<file path="src/rtl/jtcontra_snd_pkg.sv">
// Shared types and constants for the jtcontra stereo sound output stage.
package jtcontra_snd_pkg;

  typedef enum logic [2:0] {
    IDLE = 3'd0,
    CAP  = 3'd1,
    DCL  = 3'd2,
    DCR  = 3'd3,
    MULL = 3'd4,
    MULR = 3'd5,
    OUT  = 3'd6
  } snd_state_t;

  localparam int GAIN_FRAC = 4;
  localparam int YACC_W    = 26;
  localparam int PROD_W    = 26;

  localparam logic signed [15:0] S16_MAX = 16'sh7FFF;
  localparam logic signed [15:0] S16_MIN = 16'sh8000;

endpackage

</file>
<file path="src/rtl/jtcontra_snd_sat.sv">
// Arithmetic right shift followed by saturation to a signed 16-bit word.
module jtcontra_snd_sat
  import jtcontra_snd_pkg::*;
#(
  parameter int IN_W  = 26,
  parameter int SHIFT = 8
) (
  input  logic signed [IN_W-1:0] din,
  output logic signed [15:0]     dout,
  output logic                   clip
);

  logic signed [IN_W-1:0] sh;
  logic [IN_W-16:0]       top;

  // The value fits in 16 bits only when every bit from 15 upward is a sign copy.
  always_comb begin
    sh   = din >>> SHIFT;
    top  = sh[IN_W-1:15];
    clip = !((&top) || !(|top));
    dout = sh[15:0];
    if (clip) dout = sh[IN_W-1] ? S16_MIN : S16_MAX;
  end

endmodule

</file>
<file path="src/rtl/jtcontra_snd_out.sv">
// Stereo sound output stage: capture, optional DC removal, shared-multiplier gain,
// saturation and clip hold. DC removal is built only when JTCONTRA_SNDOUT_DCRM_EN is defined.
module jtcontra_snd_out
  import jtcontra_snd_pkg::*;
#(
  parameter logic [15:0] PEAK_HOLD = 16'd2048,
  parameter int          DC_K      = 8
) (
  input  logic               clk,
  input  logic               rst,
  input  logic               sample,
  input  logic signed [15:0] left,
  input  logic signed [15:0] right,
  input  logic        [7:0]  gain,
  output logic signed [15:0] snd_left,
  output logic signed [15:0] snd_right,
  output logic               sample_out,
  output logic               peak
);

  snd_state_t st;
  logic       pending;

  logic signed [15:0] x_l_p0, x_r_p0;
  logic        [7:0]  gain_p0;
  logic signed [15:0] y_l_p1, y_r_p1;
  logic               clip_dl_p1, clip_dr_p1;
  logic signed [15:0] o_l_p2, o_r_p2;
  logic               clip_l_p2, clip_r_p2;
  logic        [15:0] hold;

  always_ff @(posedge clk) begin
    if (rst) begin
      st      <= IDLE;
      pending <= 1'b0;
    end else begin
      case (st)
        IDLE:    if (sample) st <= CAP;
        CAP:     st <= DCL;
        DCL:     st <= DCR;
        DCR:     st <= MULL;
        MULL:    st <= MULR;
        MULR:    st <= OUT;
        OUT:     st <= (pending || sample) ? CAP : IDLE;
        default: st <= IDLE;
      endcase
      if (st == OUT)                     pending <= 1'b0;
      else if (st != IDLE && sample)     pending <= 1'b1;
    end
  end

  // Stage p0: capture inputs; gain is frozen here for the whole sample.
  always_ff @(posedge clk) begin
    if (st == CAP) begin
      x_l_p0  <= left;
      x_r_p0  <= right;
      gain_p0 <= gain;
    end
  end

  // Stage p1: DC removal, one channel per state.
`ifdef JTCONTRA_SNDOUT_DCRM_EN
  logic signed [15:0]       xprev_l, xprev_r, x_sel, xprev_sel, y_dc;
  logic signed [YACC_W-1:0] yacc_l, yacc_r, yacc_sel, yacc_nxt;
  logic signed [16:0]       d;
  logic                     clip_dc;

  always_comb begin
    x_sel     = (st == DCR) ? x_r_p0  : x_l_p0;
    xprev_sel = (st == DCR) ? xprev_r : xprev_l;
    yacc_sel  = (st == DCR) ? yacc_r  : yacc_l;
    d         = $signed({x_sel[15], x_sel}) - $signed({xprev_sel[15], xprev_sel});
    yacc_nxt  = yacc_sel - (yacc_sel >>> DC_K)
              + ($signed({{(YACC_W-17){d[16]}}, d}) <<< 8);
  end

  jtcontra_snd_sat #(.IN_W(YACC_W), .SHIFT(8)) u_sat_dc (
    .din  (yacc_nxt),
    .dout (y_dc),
    .clip (clip_dc)
  );

  always_ff @(posedge clk) begin
    if (rst) begin
      xprev_l <= '0;
      xprev_r <= '0;
      yacc_l  <= '0;
      yacc_r  <= '0;
    end else if (st == DCL) begin
      xprev_l <= x_l_p0;
      yacc_l  <= yacc_nxt;
    end else if (st == DCR) begin
      xprev_r <= x_r_p0;
      yacc_r  <= yacc_nxt;
    end
  end

  always_ff @(posedge clk) begin
    if (st == DCL) begin
      y_l_p1     <= y_dc;
      clip_dl_p1 <= clip_dc;
    end
    if (st == DCR) begin
      y_r_p1     <= y_dc;
      clip_dr_p1 <= clip_dc;
    end
  end
`else
  assign clip_dl_p1 = 1'b0;
  assign clip_dr_p1 = 1'b0;

  always_ff @(posedge clk) begin
    if (st == DCL) y_l_p1 <= x_l_p0;
    if (st == DCR) y_r_p1 <= x_r_p0;
  end
`endif

  // Stage p2: one 17x9 signed multiplier shared by both channels.
  logic signed [16:0]       mul_a;
  logic signed [8:0]        mul_b;
  logic signed [PROD_W-1:0] prod;
  logic signed [15:0]       o_g;
  logic                     clip_g;

  always_comb begin
    mul_a = (st == MULR) ? $signed({y_r_p1[15], y_r_p1}) : $signed({y_l_p1[15], y_l_p1});
    mul_b = $signed({1'b0, gain_p0});
    prod  = mul_a * mul_b;
  end

  jtcontra_snd_sat #(.IN_W(PROD_W), .SHIFT(GAIN_FRAC)) u_sat_gain (
    .din  (prod),
    .dout (o_g),
    .clip (clip_g)
  );

  always_ff @(posedge clk) begin
    if (st == MULL) begin
      o_l_p2    <= o_g;
      clip_l_p2 <= clip_g | clip_dl_p1;
    end
    if (st == MULR) begin
      o_r_p2    <= o_g;
      clip_r_p2 <= clip_g | clip_dr_p1;
    end
  end

  // Output stage: peak reflects the hold count before this strobe's decrement.
  always_ff @(posedge clk) begin
    if (rst) begin
      snd_left   <= '0;
      snd_right  <= '0;
      sample_out <= 1'b0;
      peak       <= 1'b0;
      hold       <= '0;
    end else begin
      sample_out <= (st == OUT);
      if (st == OUT) begin
        snd_left  <= o_l_p2;
        snd_right <= o_r_p2;
        if (clip_l_p2 || clip_r_p2) begin
          hold <= PEAK_HOLD;
          peak <= 1'b1;
        end else begin
          peak <= (hold != 16'd0);
          if (hold != 16'd0) hold <= hold - 16'd1;
        end
      end
    end
  end

endmodule

</file>
<file path="config.mk">
export PLATFORM = sky130hd
export DESIGN_NAME = jtcontra_snd_out
export DESIGN_NICKNAME = d
export VERILOG_FILES = /design/src/rtl/jtcontra_snd_pkg.sv /design/src/rtl/jtcontra_snd_sat.sv /design/src/rtl/jtcontra_snd_out.sv
export SDC_FILE = /design/constraint.sdc
export NUM_CORES = 1
export LEC_CHECK = 0
export CORE_MARGIN = 5
export CORE_UTILIZATION = 60
export CTS_CLUSTER_DIAMETER = 150
export DETAILED_ROUTE_END_ITERATION = 10
export MAX_ROUTING_LAYER = met4
export PLACE_DENSITY = 0.81
export SLEW_MARGIN = 20
export SYNTH_ARGS = -nofsm -noshare
export SYNTH_HDL_FRONTEND = slang
export SYNTH_SLANG_ARGS = --single-unit
</file>
<file path="constraint.sdc">
create_clock -name clk -period 8.7 [get_ports clk]
set_input_delay 0.87 -clock clk [delete_from_list [all_inputs] [get_ports clk]]
set_output_delay 0.87 -clock clk [all_outputs]
set_load 0.05 [all_outputs]
</file>
# --- After elaboration in Yosys (flattened, before gate mapping) ---
# Index checks and enable logic that the tools add are counted.
word_totals:
  ff_bits: 160
  output_inout_bits: 34
  elab_cells: 48
op_classes:
  n_addsub: 1
  n_mul: 1
  eq_ne: 7
  mux: 9
  reduce_logical: 14
op_table:
  columns: ["operator", "n"]
  rows:
  - ["two-way mux 16 bit", 4]
  - ["multiplier 17 x 9 -> 26 bit", 1]
  - ["one-hot mux 3 bit (7 select lines)", 1]
  - ["two-way mux 17 bit", 1]
  - ["nonzero test 16 bit", 1]
  - ["subtractor 16 x 1 -> 16 bit (second input constant)", 1]
  - ["== test 3 bit (second input constant)", 3]
  - ["AND reduction 7 bit", 1]
  - ["OR reduction 7 bit", 1]
  - ["== test 3 x 2 -> 1 bit (second input constant)", 2]
  - ["== test 3 x 1 -> 1 bit (second input constant)", 1]
  - ["logical NOT 3 bit", 1]
  - ["logical OR 1 bit", 3]
  - ["two-way mux 3 bit", 1]
  - ["nonzero test 3 bit", 1]
  - ["logical NOT 1 bit", 2]
  - ["two-way mux 1 bit", 2]
  - ["inequality test 2 bit (second input constant)", 1]
  - ["AND reduction 2 bit", 1]
  - ["nonzero test 2 bit", 1]
  - ["OR reduction 2 bit", 1]
  - ["logical AND 1 bit", 1]

# --- Longest topological paths before layout ---
# Gate-level depths: netlist (run 1).
depth:
  depth_word: 7
  depth_mapped: 26
  ltp_nobuf: 24

# --- Hierarchy ---
# Synthesis (run 1) repeated with hierarchy kept, for this count alone.
unflattened:
  cells_unflattened: 1024
  area_unflattened_um2: 10615.2
modules_own_cells:
  columns: ["mod", "instances", "cells_each", "area_per_inst_um2", "seq_area_each_um2"]
  rows:
  - ["jtcontra_snd_out", 1, 978, 10269.8, 4264.1]
  - ["jtcontra_snd_sat", 1, 46, 345.3, 0.0]

# --- Worst setup path before layout (run 1) ---
# Ideal clock, no wire load.
synth_timing:
  kind: "flip-flop to flip-flop"
  start: "register st[2]"
  end: "register o_l_p2[4] (data pin)"
  setup_ns: 0.266
  arrival_ns: 6.321
  path_slack_ns: 2.114
  stages_incl_launch_ff: 25
  path_buffers: 3
  synth_period_minus_slack_ns: 6.586
  path_cell_list: "dfxtp_1 clkbuf_1 nand3_1 inv_1 buf_1 nand2_1 nand2_1 nand2_1 fa_1 inv_1 fa_1 ha_1 inv_1 fa_1 inv_1 fa_1 a211o_1 a221o_1 a21oi_2 o21ai_1 mux2i_1 nor4_1 a31o_2 buf_6 a21oi_1"
synth_between:
  elab_chain_len: 7
  word_cells_on_any_way: 9
  classes_between: "1 x mul; 1 x eq/ne; 3 x mux; 4 x reduce/logical"
synth_lines:
  columns: ["element", "line_no", "source"]
  rows:
  - ["start, declared", "jtcontra_snd_out.sv:21", "snd_state_t st;"]
  - ["start signal, assigned", "jtcontra_snd_out.sv:44", "OUT: st <= (pending || sample) ? CAP : IDLE;"]
  - ["== test 3 bit (*)", "jtcontra_snd_out.sv:126", "mul_a = (st == MULR) ? $signed({y_r_p1[15], y_r_p1}) : $signed({y_l_p1[15], y_l_p1});"]
  - ["two-way mux 17 bit (*)", "jtcontra_snd_out.sv:126", null]
  - ["multiplier 17 x 9 -> 26 bit (*)", "jtcontra_snd_out.sv:128", "prod = mul_a * mul_b;"]
  - ["OR reduction 7 bit", "jtcontra_snd_sat.sv:20", "clip = !((&top) || !(|top));"]
  - ["logical NOT 1 bit", "jtcontra_snd_sat.sv:20", null]
  - ["logical OR 1 bit", "jtcontra_snd_sat.sv:20", null]
  - ["two-way mux 16 bit (*)", "jtcontra_snd_sat.sv:22", "if (clip) dout = sh[IN_W-1] ? S16_MIN : S16_MAX;"]
  - ["net o_g[4]", "jtcontra_snd_out.sv:122", "logic signed [15:0] o_g;"]
  - ["end signal, assigned", "jtcontra_snd_out.sv:139", "o_l_p2 <= o_g;"]
  - ["end, declared", "jtcontra_snd_out.sv:28", "logic signed [15:0] o_l_p2, o_r_p2;"]
# Mark *: on every way through the listed nets, which the timed path passes. The rest lies on a longest branch.
# A chain may end at the register's enable or synchronous reset.

# --- Worst setup path after layout (run 1) ---
layout_timing:
  start: "register st[2]"
  end: "register o_r_p2[0] (data pin)"
layout_between:
  elab_chain_len: 7
  word_cells_on_any_way: 9
  classes_between: "1 x mul; 1 x eq/ne; 3 x mux; 4 x reduce/logical"
layout_lines:
  columns: ["element", "line_no", "source"]
  rows:
  - ["== test 3 bit (*)", "jtcontra_snd_out.sv:126", null]
  - ["two-way mux 17 bit (*)", "jtcontra_snd_out.sv:126", null]
  - ["multiplier 17 x 9 -> 26 bit (*)", "jtcontra_snd_out.sv:128", null]
  - ["OR reduction 7 bit", "jtcontra_snd_sat.sv:20", null]
  - ["logical NOT 1 bit", "jtcontra_snd_sat.sv:20", null]
  - ["logical OR 1 bit", "jtcontra_snd_sat.sv:20", null]
  - ["two-way mux 16 bit (*)", "jtcontra_snd_sat.sv:22", null]
  - ["net o_g[0]", "jtcontra_snd_out.sv:122", null]
  - ["end signal, assigned", "jtcontra_snd_out.sv:143", "o_r_p2 <= o_g;"]
  - ["end, declared", "jtcontra_snd_out.sv:28", null]
# Marks and branches as above.

==> results of run 1 <==
## how the worst min path moves through the flow
stage                          end  slack, ns  cells after the start
2_1_floorplan  y_l_p1[0]$_DFFE_PP_       0.40                      0
3_3_place_gp   y_r_p1[0]$_DFFE_PN_       0.40                      0
3_5_place_dp   y_l_p1[8]$_DFFE_PP_       0.40                      0
4_1_cts        y_r_p1[9]$_DFFE_PN_       0.42                      0
5_1_grt        y_r_p1[1]$_DFFE_PN_       0.43                      0
6_report       y_r_p1[9]$_DFFE_PN_       0.41                      0
## layer usage
metal | global-route usage [%] | vias to the layer above | routed length, um
li1 | - | 3377 | -
met1 | 27.55 | 3313 | 8626
met2 | 35.52 | 154 | 9551
met3 | 4.280 | 32 | 791
met4 | 6.414 | 0 | 357
met5 | - | - | 0
## final cells by class
cell class,instances,share of cell area [%]
clock inverters,12,1.292
inverters,153,4.784
multi-input cells,661,45.57
clock buffers,20,3.721
flip-flops and latches,160,35.52
repair buffers,83,6.774
well taps,225,2.345
## cells in the mapped netlist, drive strengths merged, types with 3 or more instances
cell / number
xnor2: 23
nand2: 178
xor2: 14
a21oi: 74
nor3: 7
clkbuf: 25
mux2i: 4
fa: 104
nand3: 12
inv: 153
nor4: 5
dfxtp: 54
o21ai: 17
nand4: 4
nor2b: 21
a211o: 5
edfxtp: 106
and2: 55
or3: 5
ha: 49
a221oi: 3
nor2: 36
o22ai: 3
buf: 8
nand2b: 9
a21o: 3
## cell families (layout without fill, tap and decap cells)
kind of cell,after synthesis,count (layout)
AND/OR/NAND/NOR,342,342
buffers and inverters,186,268
flip-flops,160,160
adder cells (fa/ha/maj),153,153
AO/OA/AOI/OAI,124,124
XOR/XNOR,37,37
multiplexers,5,5
## critical path, delay by kind of cell (launching register included)
kind,cells,cell delay (ns)
AO/OA/AOI/OAI,5,1.58
XOR/XNOR,1,0.45
adder cells (fa/ha/maj),5,2.63
buffers and inverters,5,0.72
flip-flops,1,0.48
AND/OR/NAND/NOR,5,0.79
## power groups by stage
stage / Combinational (mW) / Sequential (mW) / Clock [mW]
2_1_floorplan: 1.88 / 1.06 / 0
3_3_place_gp: 2.19 / 1.07 / 0
3_5_place_dp: 2.23 / 1.07 / 0
4_1_cts: 2.25 / 1.05 / 0.766
5_1_grt: 2.56 / 1.05 / 0.806
6_report: 2.25 / 1.05 / 0.753
## state kept, by name, summed over array words and instances, names as in the netlist
signal      count
clip_l_p2       1
clip_r_p2       1
gain_p0         8
hold           16
o_l_p2         16
o_r_p2         16
peak            1
pending         1
sample_out      1
snd_left       16
snd_right      16
st              3
x_l_p0         16
x_r_p0         16
y_l_p1         16
y_r_p1         16
==> impl_results.md, run 1 <==
* Pre-CTS WS at 1.837 ns
* Crit path kind: reg2reg
* Fmax at 0.1438 GHz
* Status: finished, final reports clean
* Worst setup margin at 1.745 ns
* CTS sink cnt at 160
* Util after Layout at 69.89%
* Commonest non-fill, non-tap cells in the layout: nand2_1 (178), inv_1 (153), edfxtp_1 (106)
* Worst-path cell chain: nand3_1 > buf_4 > inv_1 > nand2_1 > nand2_1 > nand2_1 > fa_1 > inv_1 > fa_1 > fa_1 > inv_1 > fa_1 > inv_1 > ha_1 > nand2_1 > o21ai_0 > a41o_1 > o22ai_1 > xnor2_1 > o31a_1 > a21oi_1
* LEAKAGE at 5.093 nW
* VDD IR max at 0.4088 mV
* Ant diodes at 0
* Max FO, Critical Path at 17
* First-pass DRT Iterations at 5
* Final Cell Area at 12010 um^2
* Initial antenna violation count at 0
* TritonCTS clock tree: yes
* H-Tree Depth at 4
* Min cycle time layout at 6.955 ns
* Hold WC Path Type: reg2reg
* Setup_tns at 0 ns
* Flop2flop setup slack at 1.74 ns
* Minimum hold slack at 0.4147 ns
* Post-cts sizing count at 0
* Reg2reg path depth at 21
* Synth cell types at 55
* Critical Path RT at 8.83 ns
* Placed cell area at 11400 um^2
* Placement Rows at 48
* Multiplexer area fraction after synthesis at 0.4913%
* Final hold viol count at 0
* Slew @ Worst Pin at 1.017 ns
* Clock transition at path regs at 0.06 ns
* DIE HEIGHT at 141.9 um
* Gr ovfl total at 0
* Final nets at 1272
* Slew Limit Headroom at 32.03%
* Asr flop ratio synth at 0%
* Vias per inst at 5.233
* Detail Placement HPWL at 15180 um
* Switch Pwr at 1.685 mW
* Critical Path AT at 7.09 ns
* Die W at 141.9 um
* Yosys warnings at 0
* Post-synthesis to final-layout area growth at 14.97%
* R2r endpoint: o_r_p2[0]$_DFFE_PP_
* Vias in the first global route at 7192
* Vias at 6876
* P_int at 2.367 mW
* Share of the synthesized area in the top cell type at 30.48%
* Most common cell after layout, fill and taps aside: nand2_1
* Main combinational cell family by area after synthesis: adder cells
* Final setup viols at 0
* Area of the multi-input gates at 5470 um^2
* MaxCap Viol Count at 0
* Cell count after synthesis at 1007
* Mean post-synth cell area at 10.37 um^2
* Die area at 20140 um^2
* Fin crit share at 79.95%
* Seq/Total Area, Yosys at 40.83%
* Pwr dens at 337.5 nW/um^2
* Register area at 4264 um^2
* Worst Setup EP: o_r_p2[0]$_DFFE_PP_
* Synth area leader: edfxtp_1
* RSZ-0062 raised after global routing: false
* Crit path from: st[2]$_SDFFE_PP0P_
* Top area cells in the synthesized netlist: edfxtp_1 (30%), fa_1 (20%), dfxtp_1 (10%)
* Clock buffer depth at 2
* Placeable core area at 17180 um^2
* Post-Syn Area at 10440 um^2
* Clock Latency Late Sink at 0.42 ns
* Final Routed Wirelength at 19330 um
* Setup crit end kind: flop
* I/O Buffers at 76
* Setup Skew at 0.01027 ns
* Adder-Cell Fraction of Synth Area at 25.81%
* Post-Synth Simple-Gate Area at 15.29%
* Post-synthesis compound-gate area fraction at 7.549%
* Dpl cells at 1282
* Num CTS Buffers at 17
* Final Max Tran Viols at 0
* Part of the power in registers at 25.9%
* Post-synth EDFFs at 106
* Synth Register Bits at 160
* Fillcell total at 1272
* Crit Reg-Reg Startpoint: st[2]$_SDFFE_PP0P_
* Hold Crit Start: x_r_p0[9]$_DFFE_PP_
* CTS Hold Bufs at 0
* Global-route usage over all layers at 21.65%
* CP peak stage delay at 0.75 ns
* Drt first-iter violations at 359
* Clock power frac at 18.6%
* Gate power share at 55.5%
* ANT nets after route at 0
* Post-CTS Setup Bufs at 0
* Largest net degree at the start of global routing at 41
* Final std cells w/o fill at 1314
* I/O pins at 77
* Design Power at 4.052 mW
* Routability cong. at 0.8930
* First-pass GRT wire length at 34070 um
* Root buffer cell: clkbuf_16
* Post-DR wirelength/cell at 14.71 um
* Share of cells above drive strength 1 at 5.418%
* Crit-path slowest cell: fa_1
* Startpoint Class: flop
* Starting Density at 60.80%
* Mapped Nets at 1203
* Xor/xnor share of the synthesized area at 3.103%
* Commonest register cell after synthesis: edfxtp_1
* Sw Ratio at 41.59%
* DRC errors left at 0
No activity file was read; power rests on OpenSTA's default activity.
==> inputs of run 2 (changes only) <==
- CORE_UTILIZATION: 60 -> 54
- PLACE_DENSITY: 0.81 -> 0.77
- clock period: 8.7 -> 6.1 ns (I/O delays scaled with it)
==> run 2 against run 1 <==
  * Die area rose by 10%
  * Global-route usage decreased by 2.0 points
  * Core utilization fell by 4.4 points
  * Worst setup slack got worse by 1.5 ns
  * First-iteration DRC count increased by 1.4%
  * Final cell count grew 4.3%
  * Flip-flop and latch count stayed put
  * Critical path depth is the same
  * Hold slack worse by 0.0013 ns
  * Register-to-register slack lost 1.5 ns
  * Combinational power is 70% higher
==> impl_results.md, run 2 (synthesis results as in run 1) <==
* Status: finished, final reports clean (unchanged)
* Placeable core area at 18890 um^2 (was 17180 um^2)
* Met2 GRT Util at 32.45% (was 35.52%)
* Final setup viols at 0 (unchanged)
* Register area at 4264 um^2 (unchanged)
* Worst-path cell chain: inv_1 > nand3_1 > buf_6 > buf_4 > mux2i_1 > nor2b_1 > fa_1 > fa_1 > inv_1 > fa_1 > fa_1 > inv_1 > ha_1 > o211a_1 > a221oi_2 > a2111o_1 > and2_1 > xnor2_1 > nor4_4 > a31o_2 > a21oi_2 (was nand3_1 > buf_4 > inv_1 > nand2_1 > nand2_1 > nand2_1 > fa_1 > inv_1 > fa_1 > fa_1 > inv_1 > fa_1 > inv_1 > ha_1 > nand2_1 > o21ai_0 > a41o_1 > o22ai_1 > xnor2_1 > o31a_1 > a21oi_1)
* Ant diodes at 0 (unchanged)
* H-Tree Depth at 4 (unchanged)
* ANT nets after route at 0 (unchanged)
* First-pass GRT wire length at 34120 um (was 34070 um)
* Global-route usage over all layers at 19.60% (was 21.65%)
* DIE HEIGHT at 149.1 um (was 141.9 um)
* Setup crit end kind: flop (unchanged)
* Max FO, Critical Path at 7 (was 17)
* Fillcell total at 1484 (was 1272)
* Clock transition at path regs at 0.06 ns (about the same)
* I/O Buffers at 76 (unchanged)
* Final Routed Wirelength at 19810 um (was 19330 um)
* GRT met3 Usage at 3.494% (was 4.280%)
* Hold WC Path Type: reg2reg (unchanged)
* Vias in the first global route at 7234 (was 7192)
* CP peak stage delay at 0.55 ns (was 0.75 ns)
* Crit path kind: reg2reg (unchanged)
* Worst setup margin at 0.2623 ns (was 1.745 ns)
* Design Power at 6.306 mW (was 4.052 mW)
* Setup_tns at 0 ns (unchanged)
* Vias per inst at 5.028 (was 5.233)
* Largest net degree at the start of global routing at 41 (unchanged)
* Starting Density at 55.27% (was 60.80%)
* Routability cong. at 0.8738 (was 0.8930)
* CTS Hold Bufs at 0 (unchanged)
* Final hold viol count at 0 (unchanged)
* Vias at 6893 (was 6876)
* Num CTS Buffers at 17 (unchanged)
* MaxCap Viol Count at 0 (unchanged)
* I/O pins at 77 (unchanged)
* Setup Skew at 0.01200 ns (was 0.01027 ns)
* Detail Placement HPWL at 15290 um (was 15180 um)
* Final Max Tran Viols at 0 (unchanged)
* VDD IR max at 0.6928 mV (was 0.4088 mV)
* Root buffer cell: clkbuf_16 (unchanged)
* Placement Rows at 50 (was 48)
* Post-synthesis to final-layout area growth at 18.49% (was 14.97%)
* Die W at 149.1 um (was 141.9 um)
* Critical Path RT at 6.26 ns (was 8.83 ns)
* CTS sink cnt at 160 (unchanged)
* Die area at 22220 um^2 (was 20140 um^2)
* Minimum hold slack at 0.4133 ns (was 0.4147 ns)
* Pwr dens at 509.7 nW/um^2 (was 337.5 nW/um^2)
* DRC errors left at 0 (unchanged)
* RSZ-0062 raised after global routing: true (was false)
* Critical Path AT at 5.99 ns (was 7.09 ns)
* First-pass DRT Iterations at 5 (unchanged)
* Pre-CTS WS at 0.02778 ns (was 1.837 ns)
* LEAKAGE at 5.216 nW (was 5.093 nW)
* Clock Latency Late Sink at 0.42 ns (about the same)
* Drt first-iter violations at 364 (was 359)
* Most common cell after layout, fill and taps aside: nand2_1 (unchanged)
* Gr ovfl total at 0 (unchanged)
* Most common cell on crit path: fa_1
* Clock buffer depth at 2 (unchanged)
* Slew @ Worst Pin at 1.031 ns (was 1.017 ns)
* Final nets at 1294 (was 1272)
* Met1 Use GR at 25.15% (was 27.55%)
* Area of the multi-input gates at 5648 um^2 (was 5470 um^2)
* Crit-path slowest cell: fa_1 (unchanged)
* Slew Limit Headroom at 31.11% (was 32.03%)
* Commonest non-fill, non-tap cells in the layout: nand2_1 (166), inv_1 (154), edfxtp_1 (106) (was nand2_1 (178), inv_1 (153), edfxtp_1 (106))
* Min cycle time layout at 5.838 ns (was 6.955 ns)
* GR peak layer: met2 (unchanged)
* Startpoint Class: flop (unchanged)
* Fmax at 0.1713 GHz (was 0.1438 GHz)
* Initial antenna violation count at 0 (unchanged)
* Post-DR wirelength/cell at 14.45 um (was 14.71 um)
* Fin crit share at 95.70% (was 79.95%)
* Share of cells above drive strength 1 at 10.71% (was 5.418%)
* TritonCTS clock tree: yes (unchanged)
## run 2: cell types whose count changed in the layout (fill, tap and decap cells not counted), sizes merged
cell / previous run / this run
a31o: 2 / 3
inv: 158 / 160
clkinv: 4 / 5
buf: 7 / 28
bufinv: 3 / 0
## run 2: final timing paths
check	endpoint	cells past startpoint	start	slack [ns]
worst max-delay path	o_l_p2[11]$_DFFE_PN_	21	st[1]$_SDFFE_PP0P_	0.26
worst min-delay path	y_l_p1[14]$_DFFE_PP_	0	x_l_p0[14]$_DFFE_PP_	0.41
worst max register to register	o_l_p2[11]$_DFFE_PN_	21	st[1]$_SDFFE_PP0P_	0.26
worst min register to register	y_l_p1[14]$_DFFE_PP_	0	x_l_p0[14]$_DFFE_PP_	0.41
## run 2: power by group
group | switching (mW) | internal (mW) | total, mW
Combinational | 2.25 | 1.58 | 3.83
Clock | 0.411 | 0.569 | 0.981
Sequential | 0.0263 | 1.47 | 1.49
Total | 2.69 | 3.62 | 6.31
## run 2: stage by stage
step / instance area, um^2 / utilization [%] / instances
3_3_place_gp: 11590 / 61.33 / 1334
4_1_cts: 12150 / 64.33 / 1366
6_report: 12370 / 65.49 / 1371
3_5_place_dp: 11590 / 61.33 / 1334
2_1_floorplan: 10450 / - / 1007
5_1_grt: 12370 / 65.49 / 1371
## run 2: layout make-up
class / instances / area share [%]
clock buffers: 20 / 3.873
repair buffers: 104 / 8.110
multi-input cells: 662 / 45.65
flip-flops and latches: 160 / 34.46
inverters: 153 / 4.642
clock inverters: 12 / 0.6371
well taps: 260 / 2.629
## run 2: timing repair
action	4_1_cts	5_1_grt
endpoints found under the setup margin	1	32
gates resized for setup	1	45
pin swaps	0	6
cloned	0	1
setup buffers	0	4
## run 2: worst max-delay path, delay by kind of cell (launching register included)
kind                     cells  cell delay (ns)
adder cells (fa/ha/maj)      5             2.37
AO/OA/AOI/OAI                5             1.19
AND/OR/NAND/NOR              4             0.79
buffers and inverters        5             0.44
flip-flops                   1             0.32
multiplexers                 1             0.29
XOR/XNOR                     1             0.17
## run 2: metal layers
| metal | part of all wire, % | routed length [um] |
|---|---|---|
| met3 | 3.4 | 666 |
| met5 | 0 | 0 |
| met2 | 49 | 9732 |
| met1 | 46 | 9171 |
| met4 | 1.2 | 234 |
